### config.mk
export PLATFORM = sky130hd
export DESIGN_NAME = pulse_fifo_flat
export DESIGN_NICKNAME = d
export VERILOG_FILES = /design/src/rtl/pulse_fifo_if.sv /design/src/rtl/pulse_fifo.sv /design/src/flat_wrapper.sv
export SDC_FILE = /design/constraint.sdc
export NUM_CORES = 1
export LEC_CHECK = 0
export ABC_CLOCK_PERIOD_IN_PS = 2500
export BUFFER_PORTS_ARGS = -buffer_cell sky130_fd_sc_hd__clkbuf_2
export CORE_MARGIN = 5
export CORE_UTILIZATION = 40
export DETAILED_ROUTE_END_ITERATION = 6
export PLACE_DENSITY = 0.63
export SETUP_SLACK_MARGIN = 0.02
export SLEW_MARGIN = 20
export SYNTH_ARGS = -nofsm -noshare
export SYNTH_HDL_FRONTEND = slang
export SYNTH_SLANG_ARGS = --single-unit
### constraint.sdc
create_clock -name clk -period 2.5 [get_ports clk]
set_input_delay 0.25 -clock clk [delete_from_list [all_inputs] [get_ports clk]]
set_output_delay 0.25 -clock clk [all_outputs]
set_load 0.05 [all_outputs]
### src/rtl/pulse_fifo_if.sv
`default_nettype none
// +--------------------------------------------------------------------+
// | pulse_fifo_if : request/status bundle between pulse sources and FIFO |
// | Revision 1.0                                                       |
// +--------------------------------------------------------------------+
interface pulse_fifo_if #(
   parameter int DATA_W = 8,
   parameter int ADDR_W = 3
);
   logic              wr_pulse;
   logic              rd_pulse;
   logic [DATA_W-1:0] din;
   logic              clr_err;
   logic [DATA_W-1:0] dout;
   logic              dout_valid;
   logic              full;
   logic              empty;
   logic [ADDR_W:0]   count;
   logic              overflow;
   logic              underflow;

   modport master (
      output wr_pulse, rd_pulse, din, clr_err,
      input  dout, dout_valid, full, empty, count, overflow, underflow
   );

   modport slave (
      input  wr_pulse, rd_pulse, din, clr_err,
      output dout, dout_valid, full, empty, count, overflow, underflow
   );
endinterface
`default_nettype wire

### src/rtl/pulse_fifo.sv
`default_nettype none
// +--------------------------------------------------------------------+
// | pulse_fifo : pulse-driven synchronous FIFO with sticky error flags |
// | Revision 1.0                                                       |
// +--------------------------------------------------------------------+
module pulse_fifo #(
   parameter int DATA_W = 8,
   parameter int ADDR_W = 3
) (
   input  wire logic    clk,
   input  wire logic    rst,
   pulse_fifo_if.slave  bus
);
   localparam int DEPTH = 1 << ADDR_W;

   logic [DATA_W-1:0] mem_q [DEPTH];

   logic [ADDR_W:0]   wptr_q, wptr_d;
   logic [ADDR_W:0]   rptr_q, rptr_d;
   logic [DATA_W-1:0] dout_q, dout_d;
   logic              dout_valid_q, dout_valid_d;
   logic              overflow_q, overflow_d;
   logic              underflow_q, underflow_d;

   logic full;
   logic empty;
   logic rd_acc;
   logic wr_acc;

   // Pointers carry an extra wrap bit so full and empty are distinguishable.
   assign full   = (wptr_q[ADDR_W] != rptr_q[ADDR_W]) &&
                   (wptr_q[ADDR_W-1:0] == rptr_q[ADDR_W-1:0]);
   assign empty  = (wptr_q == rptr_q);
   assign rd_acc = bus.rd_pulse & ~empty;
   assign wr_acc = bus.wr_pulse & (~full | rd_acc);

   always_comb begin
      wptr_d       = wptr_q;
      rptr_d       = rptr_q;
      dout_d       = dout_q;
      dout_valid_d = rd_acc;
      overflow_d   = overflow_q;
      underflow_d  = underflow_q;

      if (wr_acc) begin
         wptr_d = wptr_q + 1'b1;
      end
      if (rd_acc) begin
         rptr_d = rptr_q + 1'b1;
         dout_d = mem_q[rptr_q[ADDR_W-1:0]];
      end

      // Set events outrank a simultaneous clear.
      if (bus.wr_pulse && !wr_acc) begin
         overflow_d = 1'b1;
      end else if (bus.clr_err) begin
         overflow_d = 1'b0;
      end

      if (bus.rd_pulse && empty) begin
         underflow_d = 1'b1;
      end else if (bus.clr_err) begin
         underflow_d = 1'b0;
      end
   end

   always_ff @(posedge clk or negedge rst) begin
      if (!rst) begin
         wptr_q       <= '0;
         rptr_q       <= '0;
         dout_q       <= '0;
         dout_valid_q <= 1'b0;
         overflow_q   <= 1'b0;
         underflow_q  <= 1'b0;
      end else begin
         wptr_q       <= wptr_d;
         rptr_q       <= rptr_d;
         dout_q       <= dout_d;
         dout_valid_q <= dout_valid_d;
         overflow_q   <= overflow_d;
         underflow_q  <= underflow_d;
      end
   end

   // Storage is left unreset; a push into a full FIFO with a pop reuses the slot being read.
   always_ff @(posedge clk) begin
      if (wr_acc) begin
         mem_q[wptr_q[ADDR_W-1:0]] <= bus.din;
      end
   end

   assign bus.dout       = dout_q;
   assign bus.dout_valid = dout_valid_q;
   assign bus.full       = full;
   assign bus.empty      = empty;
   assign bus.count      = wptr_q - rptr_q;
   assign bus.overflow   = overflow_q;
   assign bus.underflow  = underflow_q;
endmodule
`default_nettype wire

### src/flat_wrapper.sv
// flat-port wrapper written by rule: the top's interface ports become plain ports
module pulse_fifo_flat 
#(
   parameter int DATA_W = 8,
   parameter int ADDR_W = 3
)
  (clk, rst, bus_wr_pulse, bus_rd_pulse, bus_din, bus_clr_err, bus_dout, bus_dout_valid, bus_full, bus_empty, bus_count, bus_overflow, bus_underflow);
  pulse_fifo_if #(.DATA_W(DATA_W), .ADDR_W(ADDR_W)) bus_i ();
  input  wire logic clk;
  input  wire logic rst;
  input wire logic [$bits(bus_i.wr_pulse)-1:0] bus_wr_pulse;
  input wire logic [$bits(bus_i.rd_pulse)-1:0] bus_rd_pulse;
  input wire logic [$bits(bus_i.din)-1:0] bus_din;
  input wire logic [$bits(bus_i.clr_err)-1:0] bus_clr_err;
  output wire logic [$bits(bus_i.dout)-1:0] bus_dout;
  output wire logic [$bits(bus_i.dout_valid)-1:0] bus_dout_valid;
  output wire logic [$bits(bus_i.full)-1:0] bus_full;
  output wire logic [$bits(bus_i.empty)-1:0] bus_empty;
  output wire logic [$bits(bus_i.count)-1:0] bus_count;
  output wire logic [$bits(bus_i.overflow)-1:0] bus_overflow;
  output wire logic [$bits(bus_i.underflow)-1:0] bus_underflow;
  assign bus_i.wr_pulse = bus_wr_pulse;
  assign bus_i.rd_pulse = bus_rd_pulse;
  assign bus_i.din = bus_din;
  assign bus_i.clr_err = bus_clr_err;
  assign bus_dout = bus_i.dout;
  assign bus_dout_valid = bus_i.dout_valid;
  assign bus_full = bus_i.full;
  assign bus_empty = bus_i.empty;
  assign bus_count = bus_i.count;
  assign bus_overflow = bus_i.overflow;
  assign bus_underflow = bus_i.underflow;
  pulse_fifo #(.DATA_W(DATA_W), .ADDR_W(ADDR_W)) u_core (.clk(clk), .rst(rst), .bus(bus_i));
endmodule
==> key figures, run 1 <==
Outcome
  • Status: finished, final reports clean

Synthesis
  • Sequential share of the synthesized area: between 70% and 80%
  • Post-synthesis cell type count: 30
  • #FFs+latches synth: 83
  • Compound-Gate Fraction of Synth Area: 6.163%
  • Yosys top cell by area: edfxtp_1
  • Syn. warnings: 0
  • XOR/XNOR share of the synthesized area: between 2 and 3%
  • Post-Synth Adder-Cell Area: under 10%
  • Syn_nets: 236
  • Largest cells by area after synthesis: edfxtp_1 (56%), dfrtp_1 (14%), mux2_2 (5.6%)
  • Synth Cell Area: 3411 sq um
  • Top cell type's share of synthesized area: about 56%
  • Synth Instances: 217
  • Simple-gate share of the synthesized area: 5.246%
  • Main combinational cell family by area after synthesis: multiplexers
  • Mapped Avg Cell Area: 15.72 sq um
  • Mux cell area share after synthesis: 10.75%

Setup path
  • Slowest stage cell, crit path: dfrtp_1
  • Worst r2r src: u_core.rptr_q[2]$_DFFE_PN0P_
  • Crit start category: flop
  • FF-to-FF path depth: 5
  • Cell Chain, Critical Path: inv_1 > ha_1 > a21o_1 > a21oi_1 > xnor2_1 > clkbuf_2
  • Critical path type: flop to output port
  • CP endpoint kind: output port
  • Worst Path Max Fanout: 2
  • Critical path's top delay family: buffers and inverters
  • Flop-to-flop setup slack: between 400 and 500 ps
  • WP buf/inv: 2
  • Critical R2R Capture: u_core.mem_q[7][1]$_DFFE_PP_
  • CP Data Arrival Time: 1870 ps
  • Worst path max stage delay: 350 ps
  • Critical Path RT: around 2300 ps

Global route
  • Vias in the first global route: around 2000
  • Initial antenna violation count: 0
  • Wire length of the first global-routing pass: 10280 um
  • Total gr overflow: 0
  • Largest net degree at the start of global routing: 36
  • GRT Overall Usage: 13.44%

Floorplanning
  • Die W: 102.3 um
  • Chip Height: 102.3 um
  • Die area: 10470 sq um
  • Core Area: 8258 sq um
  • Cell Rows: 33
  • Initial Utilization: 41.30%
  • I/O pins: 30

Layout
  • Area Growth Syn to Fin: 15.15%
  • Fin nets: 281
  • # diodes: 0
  • Fillers: around 740
  • Share of cells above drive strength 1: 29.96%

Routing
  • Pre-antenna DRT Iters: 4
  • Vias per cell: 5.070
  • Routed wire per std cell: 16.97 um
  • Overall via count from detail_route: 1886
  • Routed Wire Length: 6314 um
  • DRC violation count after routing: 0
  • DRT antenna net count: 0
  • 1st-iter DRT viols: 95

STA
  • Final hold violations: 0
  • Max Clock Freq: 470.9 MHz
  • Tcrit/Tclk final: 84.95%
  • Final setup fails: 0
  • Worst hold margin: 100.4 ps
  • Fin crit period: 2124 ps
  • Post-route setup TNS: 0 ps
  • Slew Limit Headroom: 43.70%
  • Worst-margin pin slew: 841.4 ps
  • Final Skew: 14.98 ps
  • Unrepaired setup endpoints after global routing: no
  • Max Transition Viols Final: 0

Power and ir drop
  • Maximum vdd ir drop: 0.7078 mV
  • Power density over the cells: 1370 nW/um^2
  • Pleak: 1.495 nW

CTS
  • Root Driver: clkbuf_8
  • Reg clk slew, reported paths: about 80 ps
  • CTS sink cnt: 83
  • Post-CTS setup buffers: 0
  • CTS Hold Buffers Added: 1
  • CTS max path bufs: 2
  • Clock Latency Late Sink: 350 ps
  • CTS tree: done
  • CTS H-tree depth: 3
  • Post-CTS sizing: 0
  • Cts bufs inserted: 9

Place
  • IO Port Bufs: 29
  • Detail Placement HPWL: 4258 um
  • RD Place Congestion: 0.7705

Min path
  • Start point of the worst hold path: bus_clr_err
  • Min-Delay Path Class: input port to flop
  • Hold path endpoint: u_core.bus.underflow$_DFFE_PN0P_
  • Hold depth: 2

Run
  • Maxcap violations: 0
## Yosys cell counts
master    count
nand2_1      14
o221ai_1      8
nand3_1       4
a21oi_1       1
mux2_2       17
nor4_1        1
nor2_1        9
buf_1         1
nor3_1        4
o21ai_0       2
dfrtp_1      19
xnor2_1       5
buf_4         2
o21ai_1       9
nor2b_1       1
ha_1          5
mux2i_1      16
xor2_1        4
a22oi_1       8
mux2_4        1
buf_2         4
edfxtp_1     64
nand3_2       1
o31ai_2       1
inv_1        11
nor3_4        1
a21o_1        1
nand2b_4      1
xnor2_2       1
fa_1          1
## power breakdown
group / internal, mW / leakage [nW] / switching, mW / total [mW]
sequential: 1.81 / 0.810 / 0.116 / 1.93
clock: 0.370 / 0.0795 / 0.499 / 0.869
combinational: 0.826 / 0.605 / 1.76 / 2.59
total: 3.01 / 1.49 / 2.38 / 5.38
## cell usage in the layout (no fill, tap or decap), types with 5 or more instances in the layout
cell type,Yosys,routed
edfxtp_1,64,64
clkbuf_2,0,29
dfrtp_1,19,19
mux2_2,17,17
mux2i_1,16,16
nand2_1,14,14
inv_1,11,11
buf_4,2,11
nor2_1,9,9
o21ai_1,9,9
clkbuf_8,0,9
a22oi_1,8,8
o221ai_1,8,8
xnor2_1,5,5
ha_1,5,5
## final cells by class
type	instances	area [sq um]	share of cell area [%]
Tap cell	105	131.4	3.345
Inverter	11	41.29	1.051
Timing Repair Buffer	41	237.7	6.053
Clock inverter	6	48.80	1.242
Multi-Input combinational cell	116	943.4	24.02
Sequential cell	83	2397	61.04
Clock buffer	10	127.6	3.249
## registers in the layout (all words and copies together) (netlist names)
signal                 cells
u_core.bus.dout_valid      1
u_core.mem_q              64
u_core.wptr_q              4
u_core.rptr_q              4
u_core.bus.underflow       1
u_core.bus.overflow        1
u_core.bus.dout            8
## kinds of logic (layout without fill, tap and decap cells)
group                      after synthesis  in the layout
AOI/OAI and AO/OA                       30             30
buffers and inverters                   18             68
muxes                                   34             34
and+or+nand+nor                         36             36
adders and majority gates                6              6
xor gates and xnor gates                10             10
DFF                                     83             83
## per-stage QoR
stage               total power [mW]  utilization, %  setup slack, ps  area, sq um  std cells
global placement               4.535           45.18            285.4         3731        355
finish                         5.381           47.56            376.2         3928        372
detailed placement             4.559           45.18            190.8         3731        355
floorplan                      3.908               -            233.8         3411        217
global route                   5.692           47.56            271.7         3928        372
CTS                            5.434           47.44            171.4         3918        372
## worst max-delay path by stage
stage / slack, ps / cells past startpoint / endpoint / startpoint
2_1_floorplan: 230 / 5 / u_core.mem_q[2][0]$_DFFE_PP_ / u_core.rptr_q[1]$_DFFE_PN0P_
3_3_place_gp: 290 / 5 / u_core.mem_q[6][3]$_DFFE_PP_ / u_core.rptr_q[2]$_DFFE_PN0P_
3_5_place_dp: 190 / 5 / u_core.mem_q[6][3]$_DFFE_PP_ / u_core.rptr_q[2]$_DFFE_PN0P_
4_1_cts: 170 / 5 / u_core.mem_q[6][5]$_DFFE_PP_ / u_core.rptr_q[2]$_DFFE_PN0P_
5_1_grt: 270 / 5 / u_core.mem_q[7][2]$_DFFE_PP_ / u_core.rptr_q[2]$_DFFE_PN0P_
6_report: 380 / 6 / bus_count[3] / u_core.rptr_q[1]$_DFFE_PN0P_
## metal layers
metal / routed length (um) / vias up / GRT usage (%)
met5: 0 / - / 0
met4: 86 / 0 / 6.054
met3: 291 / 6 / 2.457
met2: 2911 / 40 / 21.09
met1: 3024 / 930 / 18.26
li1: - / 910 / -
(Power assumes the default switching activity.)
==> run 2: changes to the inputs <==
--- a/config.mk
+++ b/config.mk
@@ -5,7 +5,7 @@
 export SDC_FILE = /design/constraint.sdc
 export NUM_CORES = 1
 export LEC_CHECK = 0
-export ABC_CLOCK_PERIOD_IN_PS = 2500
+export ABC_CLOCK_PERIOD_IN_PS = 2100
 export BUFFER_PORTS_ARGS = -buffer_cell sky130_fd_sc_hd__clkbuf_2
 export CORE_MARGIN = 5
 export CORE_UTILIZATION = 40
==> constraint.sdc (replaced) <==
create_clock -name clk -period 2.1 [get_ports clk]
set_input_delay 0.21 -clock clk [delete_from_list [all_inputs] [get_ports clk]]
set_output_delay 0.21 -clock clk [all_outputs]
set_load 0.05 [all_outputs]
==> run 2 against run 1 <==
Via count rose by 0.32%. Die area did not move. Sequential cell count did not move. Critical path depth fell by 2. Hold slack got worse by 50 ps. Non-clock buffer count rose by 10. Register-to-register slack got worse by 270 ps. Cell count rose by 2.7%. Clock skew fell by 6.7 ps. Sequential share of layout area fell by 2.0 points. Largest cell class unchanged.
==> key figures, run 2 (synthesis results as in run 1) <==
STA
  • Tcrit/Tclk final: 96.19%
  • Max Transition Viols Final: 0
  • Unrepaired setup endpoints after global routing: yes
  • Post-route setup TNS: 0 ps
  • Max Clock Freq: 495.1 MHz
  • Slew Limit Headroom: 56.16%
  • Final hold violations: 0
  • Final Skew: 8.264 ps
  • Fin crit period: 2020 ps
  • Worst-margin pin slew: between 600 and 700 ps
  • Final setup fails: 0

Layout
  • Area Growth Syn to Fin: 19.00%
  • Most frequent cells in the layout: edfxtp_1 (64), clkbuf_2 (26), buf_4 (22)
  • Share of cells above drive strength 1: 34.66%
  • Fin nets: roughly 290
  • Max reg flops: 64
  • Commonest non-fill, non-tap cell in the layout: edfxtp_1
  • # diodes: 0

Setup path
  • Critical R2R Capture: u_core.wptr_q[3]$_DFFE_PN0P_
  • Worst r2r src: u_core.rptr_q[1]$_DFFE_PN0P_
  • FF-to-FF path depth: 7
  • Worst path max stage delay: 410 ps
  • Cell Chain, Critical Path: ha_1 > fa_1 > xnor2_2 > buf_2
  • Worst Path Max Fanout: 2
  • CP Data Arrival Time: 1810 ps
  • Crit start category: flop
  • Critical path's top delay family: adder cells
  • WP buf/inv: 1
  • CP Depth: 4
  • Flop-to-flop setup slack: 170 ps
  • Critical Path RT: between 1500 and 2000 ps
  • Critical path type: flop to output port
  • Slowest stage cell, crit path: fa_1
  • CP endpoint kind: output port

CTS
  • Reg clk slew, reported paths: 80 ps
  • Clock Latency Late Sink: 350 ps
  • Root Driver: clkbuf_8
  • Post-CTS setup buffers: 0
  • CTS tree: done
  • CTS max path bufs: 2
  • Cts bufs inserted: 9
  • CTS H-tree depth: 3
  • CTS sink cnt: between 80 and 90

Place
  • IO Port Bufs: 29
  • RD Place Congestion: slightly below 0.8
  • Detail Placement HPWL: roughly 4400 um

Routing
  • Routed Wire Length: 6241 um
  • Overall via count from detail_route: 1892
  • Vias per cell: about 5
  • Pre-antenna DRT Iters: 4
  • DRT antenna net count: 0
  • DRC violation count after routing: 0
  • 1st-iter DRT viols: 85
  • Routed wire per std cell: 16.34 um

Floorplanning
  • Core Area: 8258 sq um
  • Cell Rows: 33
  • Die area: 10470 sq um
  • Die W: 102.3 um
  • Chip Height: between 100 and 150 um
  • I/O pins: 30
  • Initial Utilization: 41.30%

Min path
  • Hold depth: 2
  • Start point of the worst hold path: bus_clr_err
  • Hold path endpoint: u_core.bus.underflow$_DFFE_PN0P_
  • Min-Delay Path Class: input port to flop

Global route
  • Initial antenna violation count: 0
  • Largest net degree at the start of global routing: 36
  • Total gr overflow: 0
  • Wire length of the first global-routing pass: 10050 um
  • GRT Overall Usage: about an eighth
  • Vias in the first global route: 1893

Outcome
  • Status: finished, final reports clean

Run
  • Maxcap violations: 0
run 2: cell count changes in the layout (fill, tap and decap cells not counted), sizes merged:
cell	previous run	this run
bufinv	0	1
clkinv	1	2
buf	11	24
clkinvlp	3	2
clkbuf	39	35
run 2: worst max path at each step:
stage | start | slack (ps) | end
2_1_floorplan | u_core.rptr_q[2]$_DFFE_PN0P_ | 30 | u_core.mem_q[0][0]$_DFFE_PP_
3_3_place_gp | u_core.rptr_q[1]$_DFFE_PN0P_ | -20 | u_core.mem_q[2][6]$_DFFE_PP_
3_5_place_dp | u_core.rptr_q[1]$_DFFE_PN0P_ | -100 | u_core.mem_q[2][6]$_DFFE_PP_
4_1_cts | u_core.rptr_q[0]$_DFFE_PN0P_ | 50 | bus_count[2]
5_1_grt | u_core.wptr_q[0]$_DFFE_PN0P_ | 20 | bus_count[2]
6_report | u_core.rptr_q[0]$_DFFE_PN0P_ | 80 | bus_count[2]
run 2: area by class of cell:
| type | count | area [sq um] |
|---|---|---|
| clock buffer | 9 | 123.9 |
| clock inverter | 7 | 76.32 |
| fill | 709 | 4199 |
| inverter | 11 | 41.29 |
| multi-input combinational | 116 | 973.4 |
| sequential | 83 | 2397 |
| tap | 105 | 131.4 |
| timing repair buffer | 51 | 315.3 |
run 2: repair_timing:
action,in CTS,in global routing
resized for setup,7,3
hold endpoints to repair,19,0
pin swaps,0,0
setup endpoints to repair,43,3
hold buffers,1,0
run 2: metal layers:
metal | track usage (%) | wire, um | vias up
met3 | 3.481 | 264 | 11
met2 | 19.89 | 2827 | 38
met5 | 0 | 0 | -
li1 | - | - | 923
met4 | 5.853 | 140 | 0
met1 | 18.43 | 3009 | 920
run 2: metrics by stage:
step / area (sq um) / utilization (%) / setup WS [ps] / cells / hold slack [ps]
3_3_place_gp: 3820 / 46.26 / -22.54 / 365 / 194.0
5_1_grt: 4059 / 49.15 / 16.79 / 382 / 49.21
3_5_place_dp: 3820 / 46.26 / -104.1 / 365 / 205.1
4_1_cts: 4059 / 49.15 / 45.47 / 382 / 39.35
2_1_floorplan: 3425 / - / 28.11 / 217 / -85.59
6_report: 4059 / 49.15 / 80.07 / 382 / 50.51
run 2: worst register-to-register path, delay by kind of cell (launching register included):
family	cells	cell delay, ps
adders and majority gates	1	310
AOI/OAI and AO/OA	1	400
and+or+nand+nor	2	330
xor gates and xnor gates	1	190
DFF	1	350
buffers and inverters	2	220
Power of run 2 is left out: the tool's default activity adds up to more than one toggle a clock period on the data nets, which glitch-free logic cannot reach.
==> run 3: changes to the inputs <==
--- a/config.mk
+++ b/config.mk
@@ -10,6 +10,7 @@
 export CORE_MARGIN = 5
 export CORE_UTILIZATION = 40
 export DETAILED_ROUTE_END_ITERATION = 6
+export GPL_TIMING_DRIVEN = 0
 export PLACE_DENSITY = 0.63
 export SETUP_SLACK_MARGIN = 0.02
 export SLEW_MARGIN = 20
==> run 3 against run 2 <==
Via count rose by 2.4%. Die area unchanged. Routed wire length up 5.1%. Fmax decreased by 0.20%. Critical path type is now flop to flop.
==> key figures, run 3 (synthesis results as in run 1) <==
Setup path
  • Worst Path Max Fanout: 7
  • Crit start category: flop
  • Slowest stage cell, crit path: nor3_4
  • CP Data Arrival Time: 2250 ps
  • Cell Chain, Critical Path: ha_1 > nand3_4 > nor3_4 > nand2b_4 > mux2_4
  • Worst path max stage delay: 440 ps
  • Critical path's top delay family: simple AND/OR/NAND/NOR gates
  • WP buf/inv: 0
  • CP endpoint kind: flop
  • Critical path type: flop to flop
  • Critical Path RT: roughly 2300 ps

Place
  • Detail Placement HPWL: 4342 um
  • IO Port Bufs: 29
  • Pre-CTS worst setup slack: -231.4 ps
  • Placement Cell Area: roughly 3700 sq um
  • Placed cell count: 351
  • RD Place Congestion: 0.7046

Floorplanning
  • Initial Utilization: approximately two fifths
  • Chip Height: 102.3 um
  • Core Area: 8258 sq um
  • Cell Rows: 33
  • I/O pins: 30
  • Die area: 10470 sq um
  • Die W: between 100 and 150 um

Layout
  • Final instance area: 4126 sq um
  • Area Growth Syn to Fin: 20.98%
  • Fin util: between 40 and 50%
  • Fillers: 708
  • Layout Cells excl Fill: 380
  • Commonest non-fill, non-tap cell in the layout: edfxtp_1
  • Max reg flops: 64
  • Most frequent cells in the layout: edfxtp_1 (64), clkbuf_2 (26), mux2_2 (17)
  • # diodes: 0
  • Fin nets: 289
  • Share of cells above drive strength 1: 37.45%

STA
  • Tcrit/Tclk final: 96.38%
  • Max Transition Viols Final: 0
  • Slew Limit Headroom: between 50 and 60%
  • Fin crit period: 2024 ps
  • Final hold violations: 0
  • Setup slack after layout: 75.93 ps
  • Worst-margin pin slew: ~630 ps
  • Unrepaired setup endpoints after global routing: no
  • Max Clock Freq: a little under 500 MHz
  • Final Skew: 8.048 ps
  • Final setup fails: 0

CTS
  • CTS H-tree depth: 3
  • Cts bufs inserted: 9
  • CTS max path bufs: 2
  • CTS tree: done
  • Root Driver: clkbuf_8
  • CTS sink cnt: 83
  • Clock Latency Late Sink: 350 ps
  • Reg clk slew, reported paths: 80 ps

Global route
  • Vias in the first global route: about 2000
  • Total gr overflow: 0
  • Initial antenna violation count: 0
  • Wire length of the first global-routing pass: 10260 um
  • GRT Overall Usage: 13.16%
  • Largest net degree at the start of global routing: 20

Run
  • Maxcap violations: 0

Routing
  • Routed wire per std cell: 17.26 um
  • 1st-iter DRT viols: 92
  • Routed Wire Length: 6558 um
  • Vias per cell: slightly above 5
  • Pre-antenna DRT Iters: 4
  • Overall via count from detail_route: approximately 1900
  • DRC violation count after routing: 0
  • DRT antenna net count: 0

Min path
  • Min-Delay Path Class: input port to flop

Outcome
  • Status: finished, final reports clean
-- run 3: worst reg2reg max path, delay by kind of cell, from the launching register on --
kind | cells | cell delay, ps
multiplexers | 1 | 290
AND/OR/NAND/NOR | 3 | 810
flip-flops | 1 | 430
adder cells (fa/ha/maj) | 1 | 380
-- run 3: layout make-up --
class	count	area, sq um	area share (%)
Multi-Input combinational cell	116	1054	25.53
Sequential cell	83	2404	58.25
Tap cell	105	131.4	3.184
Clock buffer	9	123.9	3.002
Inverter	11	41.29	1.001
Timing Repair Buffer	42	259.0	6.277
Clock inverter	7	75.07	1.819
Buffer	7	38.79	0.9400
-- run 3: what timing repair did --
action                                  CTS  global route
endpoints found under the setup margin   69            78
hold buffers                              1             0
gates resized for setup                  11            13
setup buffers                             2            10
pin swaps                                 0             2
endpoints found under the hold margin    19             0
-- run 3: final timing paths --
kind	from	end	slack [ps]	cells after the start
worst max register to register	u_core.rptr_q[0]$_DFFE_PN0P_	u_core.wptr_q[1]$_DFFE_PN0P_	80	5
worst min register to register	u_core.bus.dout[7]$_DFFE_PN0P_	u_core.bus.dout[7]$_DFFE_PN0P_	490	2
min in group asynchronous	rst	u_core.wptr_q[3]$_DFFE_PN0P_	370	2
worst max-delay path	u_core.rptr_q[0]$_DFFE_PN0P_	u_core.wptr_q[1]$_DFFE_PN0P_	80	5
worst min-delay path	bus_clr_err	u_core.bus.underflow$_DFFE_PN0P_	80	2
max in group asynchronous	rst	u_core.wptr_q[2]$_DFFE_PN0P_	1380	2
-- run 3: metrics by stage --
stage | hold WS, ps | setup TNS [ps]
6_report | 82.55 | 0
5_1_grt | 99.55 | 0
3_5_place_dp | 191.5 | -7288
3_3_place_gp | 192.7 | -19880
4_1_cts | 82.67 | -1853
2_1_floorplan | -85.59 | 0
-- run 3: per-layer routing --
metal	track usage (%)	wire length [um]	vias up	part of all wire (%)
met5	0	0	-	0
met4	6.862	101	0	1.5
met3	2.048	275	6	4.2
met2	20.04	3150	39	48
met1	18.23	3031	964	46
li1	-	-	929	-
Power of run 3 is left out for the same reason.
